===== src/rtl/sonar_varredura.sv =====
// Sweep-sonar controller: steps a servo position index through N_POS positions
// and fires one HC-SR04 measurement at each one. The echo width is converted to
// rounded centimetres, echo timeouts are flagged, and every result is tagged with
// the position at which it was taken.
//
// Ports:
//   clock         in   system clock, rising edge
//   reset         in   asynchronous reset, active low
//   iniciar       in   level; a rising edge starts a sweep (only while idle)
//   parar         in   level; high aborts to idle on the next clock
//   modo          in   0 = single sweep, 1 = continuous ping-pong sweep
//   echo          in   sensor echo, already synchronised
//   trigger       out  sensor trigger pulse
//   posicao       out  servo position index
//   medida        out  last distance in cm
//   medida_pos    out  position at which medida was taken
//   medida_valida out  1-cycle strobe when medida/medida_pos/erro update
//   erro          out  last measurement timed out (medida = MAX_CM)
//   pronto        out  idle after a completed single sweep
//   db_estado     out  current state code
module sonar_varredura #(
    parameter int unsigned N_POS       = 8,
    parameter int unsigned POS_W       = 3,
    parameter int unsigned DIST_W      = 12,
    parameter int unsigned TRIG_CYCLES = 500,
    parameter int unsigned CYC_PER_CM  = 2941,
    parameter int unsigned MAX_CM      = 400,
    parameter int unsigned TIMEOUT_CYC = 1500000,
    parameter int unsigned SETTLE_CYC  = 10000000
) (
    input  logic              clock,
    input  logic              reset,
    input  logic              iniciar,
    input  logic              parar,
    input  logic              modo,
    input  logic              echo,
    output logic              trigger,
    output logic [POS_W-1:0]  posicao,
    output logic [DIST_W-1:0] medida,
    output logic [POS_W-1:0]  medida_pos,
    output logic              medida_valida,
    output logic              erro,
    output logic              pronto,
    output logic [3:0]        db_estado
);

    // One shared phase counter covers settle, trigger and timeout intervals.
    localparam int unsigned CntMax0 = (SETTLE_CYC > TRIG_CYCLES) ? SETTLE_CYC : TRIG_CYCLES;
    localparam int unsigned CntMax  = (CntMax0 > TIMEOUT_CYC) ? CntMax0 : TIMEOUT_CYC;
    localparam int unsigned CNT_W   = $clog2(CntMax + 1);
    localparam int unsigned SUB_W   = (CYC_PER_CM > 1) ? $clog2(CYC_PER_CM) : 1;

    localparam logic [CNT_W-1:0]  SettleLast  = CNT_W'(SETTLE_CYC - 1);
    localparam logic [CNT_W-1:0]  TrigLast    = CNT_W'(TRIG_CYCLES - 1);
    localparam logic [CNT_W-1:0]  TimeoutLast = CNT_W'(TIMEOUT_CYC - 1);
    localparam logic [SUB_W-1:0]  SubLast     = SUB_W'(CYC_PER_CM - 1);
    localparam logic [SUB_W-1:0]  SubHalf     = SUB_W'(CYC_PER_CM / 2);
    localparam logic [DIST_W-1:0] CmMax       = DIST_W'(MAX_CM);
    localparam logic [POS_W-1:0]  PosLast     = POS_W'(N_POS - 1);

    typedef enum logic [3:0] {
        Inicial    = 4'd0,
        Posiciona  = 4'd1,
        Dispara    = 4'd2,
        EsperaEcho = 4'd3,
        Mede       = 4'd4,
        Armazena   = 4'd5,
        Proxima    = 4'd6
    } estado_t;

    estado_t           estado_q, estado_d;
    logic [CNT_W-1:0]  cnt_q, cnt_d;
    logic [SUB_W-1:0]  sub_q, sub_d, sub_inc;
    logic [DIST_W-1:0] cm_q, cm_d, cm_inc;
    logic [POS_W-1:0]  posicao_q, posicao_d;
    logic              sobe_q, sobe_d;
    logic              pronto_q, pronto_d;
    logic              iniciar_q;
    logic [DIST_W-1:0] medida_q;
    logic [POS_W-1:0]  medida_pos_q;
    logic              erro_q;
    logic              guarda, guarda_erro;
    logic              inicio, arredonda;
    logic [DIST_W:0]   soma;
    logic [DIST_W-1:0] medida_arred;

    assign inicio = iniciar & ~iniciar_q;

    // One echo-high clock: advance the sub-cm counter, carry into a saturating cm count.
    always_comb begin
        sub_inc = (sub_q == SubLast) ? '0 : sub_q + SUB_W'(1);
        cm_inc  = cm_q;
        if (sub_q == SubLast && cm_q != CmMax) begin
            cm_inc = cm_q + DIST_W'(1);
        end
    end

    assign arredonda    = (CYC_PER_CM > 1) && (sub_q >= SubHalf);
    assign soma         = {1'b0, cm_q} + (DIST_W + 1)'(arredonda);
    assign medida_arred = (soma > (DIST_W + 1)'(MAX_CM)) ? CmMax : soma[DIST_W-1:0];

    always_comb begin
        estado_d    = estado_q;
        cnt_d       = cnt_q;
        sub_d       = sub_q;
        cm_d        = cm_q;
        posicao_d   = posicao_q;
        sobe_d      = sobe_q;
        pronto_d    = pronto_q;
        guarda      = 1'b0;
        guarda_erro = 1'b0;

        unique case (estado_q)
            Inicial: begin
                cnt_d = '0;
                if (inicio) begin
                    estado_d = Posiciona;
                    pronto_d = 1'b0;
                end
            end
            Posiciona: begin
                if (cnt_q == SettleLast) begin
                    cnt_d    = '0;
                    estado_d = Dispara;
                end else begin
                    cnt_d = cnt_q + CNT_W'(1);
                end
            end
            Dispara: begin
                sub_d = '0;
                cm_d  = '0;
                if (cnt_q == TrigLast) begin
                    cnt_d    = '0;
                    estado_d = EsperaEcho;
                end else begin
                    cnt_d = cnt_q + CNT_W'(1);
                end
            end
            EsperaEcho: begin
                if (echo) begin
                    // The rise clock is itself an echo-high clock, so count it.
                    estado_d = Mede;
                    cnt_d    = CNT_W'(1);
                    sub_d    = sub_inc;
                    cm_d     = cm_inc;
                end else if (cnt_q == TimeoutLast) begin
                    estado_d    = Armazena;
                    cnt_d       = '0;
                    guarda      = 1'b1;
                    guarda_erro = 1'b1;
                end else begin
                    cnt_d = cnt_q + CNT_W'(1);
                end
            end
            Mede: begin
                if (!echo) begin
                    estado_d = Armazena;
                    cnt_d    = '0;
                    guarda   = 1'b1;
                end else if (cnt_q == TimeoutLast) begin
                    estado_d    = Armazena;
                    cnt_d       = '0;
                    guarda      = 1'b1;
                    guarda_erro = 1'b1;
                end else begin
                    cnt_d = cnt_q + CNT_W'(1);
                    sub_d = sub_inc;
                    cm_d  = cm_inc;
                end
            end
            Armazena: begin
                estado_d = Proxima;
            end
            Proxima: begin
                estado_d = Posiciona;
                if (!modo) begin
                    // Single sweep always moves upward from wherever it is.
                    sobe_d = 1'b1;
                    if (posicao_q == PosLast) begin
                        pronto_d = 1'b1;
                        estado_d = Inicial;
                    end else begin
                        posicao_d = posicao_q + POS_W'(1);
                    end
                end else if (sobe_q) begin
                    if (posicao_q == PosLast) begin
                        sobe_d    = 1'b0;
                        posicao_d = posicao_q - POS_W'(1);
                    end else begin
                        posicao_d = posicao_q + POS_W'(1);
                    end
                end else begin
                    if (posicao_q == '0) begin
                        sobe_d    = 1'b1;
                        posicao_d = posicao_q + POS_W'(1);
                    end else begin
                        posicao_d = posicao_q - POS_W'(1);
                    end
                end
            end
            default: begin
                estado_d = Inicial;
            end
        endcase

        // Abort overrides everything, including a pending store.
        if (parar) begin
            estado_d    = Inicial;
            cnt_d       = '0;
            posicao_d   = '0;
            sobe_d      = 1'b1;
            pronto_d    = 1'b0;
            guarda      = 1'b0;
            guarda_erro = 1'b0;
        end
    end

    always_ff @(posedge clock or negedge reset) begin
        if (!reset) begin
            estado_q     <= Inicial;
            cnt_q        <= '0;
            sub_q        <= '0;
            cm_q         <= '0;
            posicao_q    <= '0;
            sobe_q       <= 1'b1;
            pronto_q     <= 1'b0;
            iniciar_q    <= 1'b0;
            medida_q     <= '0;
            medida_pos_q <= '0;
            erro_q       <= 1'b0;
        end else begin
            estado_q  <= estado_d;
            cnt_q     <= cnt_d;
            sub_q     <= sub_d;
            cm_q      <= cm_d;
            posicao_q <= posicao_d;
            sobe_q    <= sobe_d;
            pronto_q  <= pronto_d;
            iniciar_q <= iniciar;
            if (guarda) begin
                medida_q     <= guarda_erro ? CmMax : medida_arred;
                erro_q       <= guarda_erro;
                medida_pos_q <= posicao_q;
            end
        end
    end

    assign trigger       = (estado_q == Dispara);
    assign medida_valida = (estado_q == Armazena);
    assign posicao       = posicao_q;
    assign medida        = medida_q;
    assign medida_pos    = medida_pos_q;
    assign erro          = erro_q;
    assign pronto        = pronto_q;
    assign db_estado     = estado_q;

endmodule

===== config.mk =====
export PLATFORM = sky130hd
export DESIGN_NAME = sonar_varredura
export DESIGN_NICKNAME = d
export VERILOG_FILES = /design/src/rtl/sonar_varredura.sv
export SDC_FILE = /design/constraint.sdc
export NUM_CORES = 1
export LEC_CHECK = 0
export ABC_AREA = 1
export BUFFER_PORTS_ARGS = -buffer_cell sky130_fd_sc_hd__buf_4
export CORE_ASPECT_RATIO = 1.75
export CORE_MARGIN = 5
export CORE_UTILIZATION = 59
export DETAILED_ROUTE_END_ITERATION = 7
export HOLD_SLACK_MARGIN = 0.06
export PLACE_DENSITY = 0.76
export SLEW_MARGIN = 20
export SYNTH_ARGS = -nofsm -noshare
export SYNTH_HDL_FRONTEND = slang
export SYNTH_SLANG_ARGS = --single-unit

===== constraint.sdc =====
create_clock -name clock -period 4.88 [get_ports clock]
set_clock_uncertainty 0.2 [all_clocks]
set_input_delay 0.244 -clock clock [delete_from_list [all_inputs] [get_ports clock]]
set_output_delay 0.244 -clock clock [all_outputs]
set_load 0.05 [all_outputs]

==> results, run 1 <==
- In this run, the number of DRC markers left after iteration 0 of detailed routing was 307.
- 0 antenna diodes ended up in the layout.
- The synthesized netlist devotes about 2.7% of its cell area to adder and majority cells.
- The H-tree depth is 3.
- The clock slew at the register clock pins of the worst setup and hold paths is 0.06 ns.
- The path type of the worst setup path is flop to flop.
- The total number of placement rows is 46.
- The routed wirelength normalized by instance count is 15.1 um.
- The power density of the placed cells is 253 nW/um2.
- After routing, the total negative slack on setup checks comes to 0 ns.
- After Yosys synthesis, and, or, nand and nor cells account for 43.9% of the synthesized area.
- Counting instances in the post-synthesis netlist gives the leading cell types as sky130_fd_sc_hd__nand2_1, sky130_fd_sc_hd__nor2_1, sky130_fd_sc_hd__nand3_1.
- The final count of negative-setup-slack endpoints is 0.
- The required time of the critical path is 4.91 ns.
- The arrival time at the worst endpoint is 3.08 ns.
- The min-delay analysis places its worst path in the category input port to flop.
- Pin placement for this block handled 32 I/O pins.
- The first detailed-routing pass ran for 5 iterations.
- The multiplexer fraction of the synthesized cell area is 0%.
- Setup repair after global routing left no endpoint under its margin.
- The synthesized design contains 0 enable-type register cells.
- TritonCTS built the clock tree.
- The post-detailed-placement half-perimeter wirelength is about 11 mm.
- The global-route congestion overflow total is 0.
- Yosys attributes the largest share of cell area to sky130_fd_sc_hd__dfrtp_1, sky130_fd_sc_hd__nand2_1, sky130_fd_sc_hd__nand3_1, sky130_fd_sc_hd__nor2_1, sky130_fd_sc_hd__inv_1.
- Counting I/O delays and the setup requirement, the final critical path takes 3.05 ns.
- Of the synthesized area, sequential elements account for 33.5%.
- The count of buffering cells on the critical path with inverters included is 1.
- The via count is 5351.
- The summed instance area of the synthesized netlist is 5530 um2.
- The maximum vdd ir drop is between 0.0002 and 0.00025 V.
- Cells with a size suffix above 1 make up roughly an eighth of the layout.
- The later pin in the worst-skew pair is clocked with a latency of about 0.34 ns.
- The largest stage delay on the critical path is 0.43 ns.
- Synthesis produced a netlist with a net count of 834.
- The initial core utilization is between 60 and 70%.
- The synthesis warning total is 0.
- Global routing used 26.2% of the available tracks.
- Dividing the detail-routed via count by the number of cells gives 5.58.
- The relative max-transition margin is 39.3%.
- The number of synthesized register bits is 74.
- Buffers placed on the I/O ports in this run total 31.
- Walking the worst path, the cells encountered are inv_1 > ha_1 > nor2_1 > nor2_1 > a21oi_1 > o211ai_1 > ha_1 > ha_1 > or2_2 > nor2_1 > nand2_1 > nand2_1 > nand3_1 > nand2_1 > nand3_1 > nor2_1 > nor2_1.
- The most repeated library cell on the critical path is sky130_fd_sc_hd__nor2_1.
- Across the run, the number of max-cap violations was 0.
- The global-route wire length before repair is 24.9 mm.
- The share of synthesized registers carrying an async set or reset is 100%.
- The largest area contributor in the synthesized netlist is sky130_fd_sc_hd__dfrtp_1.
- Counting distinct cell types in the post-synthesis netlist gives 44.
- The clock buffer count from CTS is 9.
- For this run, the top clock speed supported by timing is 327 MHz.
- Counting cells, the worst reg-to-reg path comes to 17.
- The number of clock sinks is 74.
- The post-synthesis compound-gate area fraction is between 5 and 6%.
- For this design, the slowest cell found on the critical path is sky130_fd_sc_hd__dfrtp_1.
- The total number of cells along the worst setup path is 17.
- The total detailed-routing wirelength is 14.5 mm.
- The highest net fanout along the worst path is 6.
- The number of antenna violations at the first check in global routing is 0.
- The fraction of synthesized cell area in xor and xnor cells is 4.91%.
- At the end of routability-driven placement, the weighted congestion stood at between 0.9 and 1.
- The pin slew with the least headroom to its limit is 0.910 ns.
- The number of global-route vias before repair is around 5400.
- The floorplan step defined a core boundary enclosing 9150 um2.
- The total power of the final layout is 0.00155 W.
- The kind of cell with the highest combined delay along the critical path is simple AND/OR/NAND/NOR gates.
- The die covers 11500 um2.
- The mean post-synth cell area is 6.78 um2.
- STA classifies the critical path startpoint as a flop.
- For this run, the leading register cell type out of synthesis is sky130_fd_sc_hd__dfrtp_1.
- The worst hold slack after final layout is roughly 0.19 ns.
- The area overhead of the layout relative to synthesis is 10.8%.
- The cell at the root of the clock tree is sky130_fd_sc_hd__clkbuf_16.
- In the synthesized netlist, the number of instances is approximately 820.
- The clock passes through at most 2 buffers.
- The worst hold path stage count is 6.
- Measured along the y axis, the die boundary spans 138 um.
- The run finished with clean final reports.
- The floorplan step set the die width to between 80 and 90 um.
- The total count of max-transition violations in the final report came to 0.
- The final core area utilization is roughly two thirds.
- Yosys instantiated no cell more often than sky130_fd_sc_hd__nand2_1.
- For this design the static power due to leakage is just under 3 nW.
- After the last flow step, the layout net total stands at 852.
- The top cell type's share of synthesized area is around 33%.
- The part of the cycle the worst path needs is 62.6%.
- The pin count of the biggest net entering global routing is 75.
- STA classifies the critical path endpoint as a flop.
- The residual antenna-violating net count after detailed routing is 0.
- The post-route DRC violation count is 0.
- The number of hold violations in the final report is 0.
- By area, the combinational part of the netlist is dominated by simple AND/OR/NAND/NOR gates.
-- per-stage QoR --
stage | std cells | setup WS (ns) | instance area [um2]
after global placement | 940 | 1.98 | 5750
after floorplan | 816 | 1.77 | 5530
after detailed placement | 940 | 1.90 | 5750
after global routing | 959 | 1.59 | 6130
final | 959 | 1.83 | 6130
after CTS | 959 | 1.85 | 6130
-- layout make-up --
type                    instances  area, um2
flip-flops and latches         74       1850
multi-input cells             627       3180
inverters                      87        329
well taps                     120        150
clock inverters                 4       97.6
clock buffers                  12        256
repair buffers                 35        270
fillers                       827       3020
-- power breakdown --
group / switching, W / total, W / internal (W)
clock: 0.000264 / 0.000792 / 0.000528
combinational: 0.0000843 / 0.000116 / 0.0000317
sequential: 0.0000179 / 0.000644 / 0.000626
-- layout by cell type, fill, tap and decap left out, types with 2 or more instances in the layout --
| master | instances |
|---|---|
| sky130_fd_sc_hd__clkinv_1 | 2 |
| sky130_fd_sc_hd__inv_1 | 76 |
| sky130_fd_sc_hd__o22ai_1 | 2 |
| sky130_fd_sc_hd__nand3b_1 | 18 |
| sky130_fd_sc_hd__a21oi_1 | 9 |
| sky130_fd_sc_hd__nand2_1 | 239 |
| sky130_fd_sc_hd__o21bai_1 | 2 |
| sky130_fd_sc_hd__dfrtp_1 | 73 |
| sky130_fd_sc_hd__bufinv_16 | 3 |
| sky130_fd_sc_hd__buf_4 | 32 |
| sky130_fd_sc_hd__nand2_2 | 17 |
| sky130_fd_sc_hd__nor2_2 | 8 |
| sky130_fd_sc_hd__ha_1 | 12 |
| sky130_fd_sc_hd__a21boi_0 | 3 |
| sky130_fd_sc_hd__nor3_1 | 14 |
| sky130_fd_sc_hd__xnor2_1 | 2 |
| sky130_fd_sc_hd__nand2_4 | 2 |
| sky130_fd_sc_hd__inv_2 | 8 |
| sky130_fd_sc_hd__nor2_1 | 108 |
| sky130_fd_sc_hd__o211ai_1 | 2 |
| sky130_fd_sc_hd__clkbuf_16 | 9 |
| sky130_fd_sc_hd__xor2_1 | 29 |
| sky130_fd_sc_hd__nand3_1 | 90 |
| sky130_fd_sc_hd__o21ai_1 | 15 |
| sky130_fd_sc_hd__nor2_4 | 6 |
| sky130_fd_sc_hd__dlygate4sd3_1 | 3 |
| sky130_fd_sc_hd__clkbuf_8 | 2 |
| sky130_fd_sc_hd__o21ai_0 | 12 |
| sky130_fd_sc_hd__nand4_1 | 24 |
| sky130_fd_sc_hd__nor4_1 | 2 |
-- final timing paths --
check / start / endpoint / slack [ns]
hold reg to reg: erro / erro / 0.28
min in group asynchronous: reset / cm_q[6] / 0.38
max in group asynchronous: reset / pronto / 3.51
setup / recovery: sub_q[0] / medida[4] / 1.83
setup reg to reg: sub_q[0] / medida[4] / 1.83
hold / removal: modo / sobe_q / 0.19
-- what timing repair did --
item | in CTS | in global routing
setup buffers | 0 | 0
endpoints found under the hold margin | 77 | 0
hold buffers | 3 | 0
gates resized for setup | 0 | 0
-- kinds of logic after synthesis --
group	after synthesis
fa+ha+maj	12
other cells	1
flops	74
buf+inv	115
compound gates	50
simple gates	533
xor+xnor	31
-- sequential cells by signal, summed over array words and instances, names as in the netlist --
register	flops
posicao	3
sobe_q	1
sub_q	12
db_estado	4
medida_pos	3
iniciar_q	1
cm_q	12
erro	1
medida	12
cnt_q	24
pronto	1
-- worst register-to-register path, cell delays in order (launching register included) --
cell and delay [ns]:
sky130_fd_sc_hd__dfrtp_1 0.43, sky130_fd_sc_hd__inv_1 0.11, sky130_fd_sc_hd__ha_1 0.21, sky130_fd_sc_hd__nor2_1 0.09, sky130_fd_sc_hd__nor2_1 0.05, sky130_fd_sc_hd__a21oi_1 0.14, sky130_fd_sc_hd__o211ai_1 0.11, sky130_fd_sc_hd__ha_1 0.25
sky130_fd_sc_hd__ha_1 0.31, sky130_fd_sc_hd__or2_2 0.28, sky130_fd_sc_hd__nor2_1 0.11, sky130_fd_sc_hd__nand2_1 0.06, sky130_fd_sc_hd__nand2_1 0.06, sky130_fd_sc_hd__nand3_1 0.07, sky130_fd_sc_hd__nand2_1 0.12, sky130_fd_sc_hd__nand3_1 0.17
sky130_fd_sc_hd__nor2_1 0.15, sky130_fd_sc_hd__nor2_1 0.05
-- metal layers --
| metal | share of wire (%) | up-vias | global-route usage (%) |
|---|---|---|---|
| li1 | - | 2630 | - |
| met1 | 39 | 2518 | 28.9 |
| met2 | 53 | 145 | 46.7 |
| met3 | 3.9 | 58 | 4.04 |
| met4 | 4.9 | 0 | 15.5 |
| met5 | 0 | - | 0 |
Note: power is estimated with default switching activity, not from simulation.
==> run 2, diff against run 1 <==
--- a/config.mk
+++ b/config.mk
@@ -5,7 +5,7 @@
 export SDC_FILE = /design/constraint.sdc
 export NUM_CORES = 1
 export LEC_CHECK = 0
-export ABC_AREA = 1
+export ABC_AREA = 0
 export BUFFER_PORTS_ARGS = -buffer_cell sky130_fd_sc_hd__buf_4
 export CORE_ASPECT_RATIO = 1.75
 export CORE_MARGIN = 5
==> constraint.sdc (replaced) <==
create_clock -name clock -period 3.1 [get_ports clock]
set_clock_uncertainty 0.2 [all_clocks]
set_input_delay 0.155 -clock clock [delete_from_list [all_inputs] [get_ports clock]]
set_output_delay 0.155 -clock clock [all_outputs]
set_load 0.05 [all_outputs]
==> results, run 2 <==
- The number of unique standard cell types used by synthesis is 66.
- Max-cap violations in this run came to 0.
- The arrival time at the worst endpoint is 3.11 ns.
- The pin count of the biggest net entering global routing is 75.
- The worst register-to-register path has a setup slack of a little over 0.03 ns.
- The total detailed-routing wirelength is 11.8 mm.
- STA classifies the critical path startpoint as a flop.
- Sorting the synthesized cells by how often they occur yields sky130_fd_sc_hd__dfrtp_1, sky130_fd_sc_hd__nand2_1, sky130_fd_sc_hd__nor2_1.
- The initialized floorplan defines 42 standard-cell rows.
- The number of global-route vias before repair is between 4000 and 5000.
- The maximum clock rate is 326 MHz.
- The floorplan die height is 127 um.
- Counting I/O delays and the setup requirement, the final critical path takes 3.07 ns.
- The fraction of synthesized cell area in xor and xnor cells is 1.90%.
- Setup slack closes at approximately 0.031 ns.
- The beginning of the worst register-to-register path is sub_q[0].
- Measured along the x axis, the die boundary spans 76.8 um.
- The via count is 4258.
- After technology mapping, the gate count stands at 529.
- In this run the clock root is driven by a sky130_fd_sc_hd__clkbuf_16.
- The library cells used most frequently in the layout, excluding fill and tap cells, are sky130_fd_sc_hd__dfrtp_1, sky130_fd_sc_hd__nand2_1, sky130_fd_sc_hd__buf_4, sky130_fd_sc_hd__nor2_1, sky130_fd_sc_hd__a21oi_1.
- The path type of the worst setup path is flop to flop.
- In this run the static leakage power is 2.38 nW.
- The worst hold-check path type is flop to flop.
- Along the worst hold path, the cell count comes to 2.
- The run finished with clean final reports.
- The region available for standard cell placement spans 7620 um2.
- The largest total area in the synthesized netlist belongs to sky130_fd_sc_hd__dfrtp_1.
- The endpoint with the worst hold slack is medida_pos[0].
- The area of the die is 9740 um2.
- The setup slack at placement is -0.00541 ns.
- The mean post-synth cell area is 8.70 um2.
- The number of nets at the end of the flow is 590.
- The sequential cell area fraction in the yosys report is around two fifths.
- At the pin with the least slew margin, the transition time is roughly 0.96 ns.
- Setup violations remaining at the end of the flow were counted as 0.
- The part of the cycle the worst path needs is 99.0%.
- Clock-pin slew was measured on the worst setup and hold paths at 0.06 ns.
- The fraction of final layout cells with drive strength greater than 1 is 18.5%.
- Routability-driven placement finished with a final weighted congestion of slightly above 0.9.
- The cell area that synthesis handed to floorplanning was 4600 um2.
- After filler insertion, the fill cell instance count of the layout stands at 560.
- The total global routing track utilization is a little under a quarter.
- The number of detailed-route iterations in the first pass is 5.
- The area growth from synthesis to layout is 21.5%.
- The maximum vdd ir drop is 0.000313 V.
- In this run the remaining antenna-violating nets after routing total 0.
- Leaving out fill and tap cells, the most frequent cell in the layout is sky130_fd_sc_hd__dfrtp_1.
- Buffers placed on the I/O ports in this run total 31.
- The post-route setup TNS is 0 ns.
- STA puts the critical path data required time at 3.14 ns.
- By area the synthesized netlist is led by sky130_fd_sc_hd__dfrtp_1, sky130_fd_sc_hd__nand2_1, sky130_fd_sc_hd__ha_1, sky130_fd_sc_hd__a21oi_1, sky130_fd_sc_hd__o21ai_0.
- The total count of max-transition violations in the final report came to 0.
- The post-detailed-placement half-perimeter wirelength is 7.96 mm.
- Counting every net in the synthesized netlist gives 547.
- The worst hold slack after final layout is 0.279 ns.
- 32 I/O pins were placed.
- The number of clock sinks is 74.
- The routed wirelength normalized by instance count is 17.8 um.
- CTS built an H-tree with a depth of 3.
- The category of the worst setup path capture point is a flop.
- The reg-to-reg critical path endpoint is medida[5].
- The TritonCTS clock tree is yes.
- Summing the areas of all compound-gate instances in the mapped netlist gives 21.6% of the synthesized area.
- Counting cells, the worst reg-to-reg path comes to 15.
- The number of hold violations in the final report came to 0.
- After Yosys synthesis, full adders, half adders and majority gates account for about 3.3% of the synthesized area.
- Among all flip-flop cells after synthesis, the most frequent one is sky130_fd_sc_hd__dfrtp_1.
- The share of synthesized registers carrying an async set or reset is 100%.
- The multiplexer fraction of the synthesized cell area is less than 1%.
- The first global-routing pass estimated 19.2 mm of wire.
- In this run the most critical hold path is launched from medida_pos[0].
- The number of design-rule violations left by the first detailed-router iteration is between 200 and 250.
- After global routing the overflow that remains totals 0.
- The initial core utilization is 60.4%.
- After Yosys synthesis, and, or, nand and nor cells account for 27.9% of the synthesized area.
- The final antenna diode count is 0.
- sky130_fd_sc_hd__dfrtp_1 is the most common cell in the netlist.
- The routed via count divided by cell count is 6.40.
- The number of synthesized register bits is 74.
- The register with the most flip-flops in the layout has 24 of them.
- The final core area utilization is 73.4%.
- The synthesis warning total is 0.
- The final standard cell area without fillers is 5590 um2.
- For this run, design rule violations remaining after detail routing come to 0.
- Across the whole layout, storage elements account for 1850 um2.
- Ranked by flip-flop count, first place goes to cnt_q.
- Counting flops with a built-in enable in the synthesized netlist gives 0.
- Power spread over the standard cell area amounts to 423 nW/um2.
- The main combinational cell family by area after synthesis is simple AND/OR/NAND/NOR gates.
- The relative max-transition margin is a little over a third.
- The number of antenna violations at the first check in global routing was 0.
- The highest net fanout along the worst path is 7.
- The worst-case clock buffer depth is 2.
- The top cell type's share of synthesized area is 39.7%.
- The area of the multi-input gates is 2690 um2.
- Summing all placed instances gives a cell area of 4970 um2.
- The clock latency of the later-clocked register in the worst-skew pair is approximately 0.33 ns.
- The clock buffer count from CTS is 9.
==> run 2: cell types whose count changed in the layout (fill, tap and decap cells not counted), sizes merged, moves of 15 or more <==
| cell | previous run | this run |
|---|---|---|
| o31ai | 0 | 18 |
| a31oi | 1 | 19 |
| inv | 85 | 19 |
| nand3 | 92 | 22 |
| xor2 | 29 | 4 |
| a21oi | 9 | 30 |
| nand2b | 0 | 15 |
| nor2 | 122 | 35 |
| buf | 32 | 55 |
| nand2 | 258 | 56 |
| o21ai | 29 | 44 |
==> run 2: metal layers <==
metal  up-vias  part of all wire [%]  GRT usage, %
met5         -                     0             0
met4         0                   4.1          13.7
met3        39                   4.0          4.89
met2       122                    53          42.7
met1      2045                    39          25.6
li1       2052                     -             -
==> run 2: timing repair <==
action                                 in CTS  in global routing
setup endpoints to repair                   7                  9
endpoints found under the hold margin      80                  0
hold buffers                                5                  0
resized for setup                           3                 25
buffers inserted                            0                  5
pin swaps                                   1                  6
==> run 2: cell families after synthesis <==
| family | count (synthesis) |
|---|---|
| buf+inv | 47 |
| xor+xnor | 10 |
| simple gates | 233 |
| fa+ha+maj | 12 |
| mux | 3 |
| compound gates | 149 |
| flops | 74 |
| other cells | 1 |
==> run 2: per-stage QoR <==
stage / instances / power (W)
2_1_floorplan: 529 / 0.00101
3_3_place_gp: 639 / 0.00105
3_5_place_dp: 639 / 0.00105
4_1_cts: 660 / 0.00238
5_1_grt: 665 / 0.00244
6_report: 665 / 0.00236
==> run 2: worst max-delay path: stages, from the launching register on <==
cell,delay [ns]
sky130_fd_sc_hd__dfrtp_1,0.38
sky130_fd_sc_hd__inv_2,0.09
sky130_fd_sc_hd__ha_4,0.13
sky130_fd_sc_hd__o21ai_1,0.06
sky130_fd_sc_hd__nor2_1,0.12
sky130_fd_sc_hd__nor2_1,0.05
sky130_fd_sc_hd__o21bai_1,0.14
sky130_fd_sc_hd__a21o_1,0.18
sky130_fd_sc_hd__ha_4,0.16
sky130_fd_sc_hd__ha_4,0.14
sky130_fd_sc_hd__nand3_4,0.08
sky130_fd_sc_hd__nor3_4,0.20
sky130_fd_sc_hd__mux2_4,0.32
sky130_fd_sc_hd__a211o_1,0.28
sky130_fd_sc_hd__a21o_4,0.25
sky130_fd_sc_hd__o31ai_2,0.19
==> run 2: worst max path at each step <==
stage | start | end | slack (ns)
floorplan | sub_q[0] | medida[4] | 0.09
global placement | sub_q[0] | medida[5] | 0.11
detailed placement | sub_q[0] | medida[2] | -0.005
CTS | sub_q[0] | medida[6] | 0.01
global route | sub_q[0] | medida[1] | -0.18
finish | sub_q[0] | medida[5] | 0.03
==> run 2: where the power goes <==
| group | total (W) | internal [W] | switching, W |
|---|---|---|---|
| clock | 0.00133 | 0.000934 | 0.000395 |
| combinational | 0.0000605 | 0.0000182 | 0.0000423 |
| sequential | 0.000974 | 0.000969 | 0.00000543 |
| total | 0.00236 | 0.00192 | 0.000442 |
==> run 2: layout make-up <==
cell class	instances	share of cell area, %
inverters	19	1.28
repair buffers	60	8.57
well taps	88	1.97
clock buffers	12	4.77
flip-flops and latches	74	33.1
clock inverters	4	2.15
multi-input cells	408	48.1
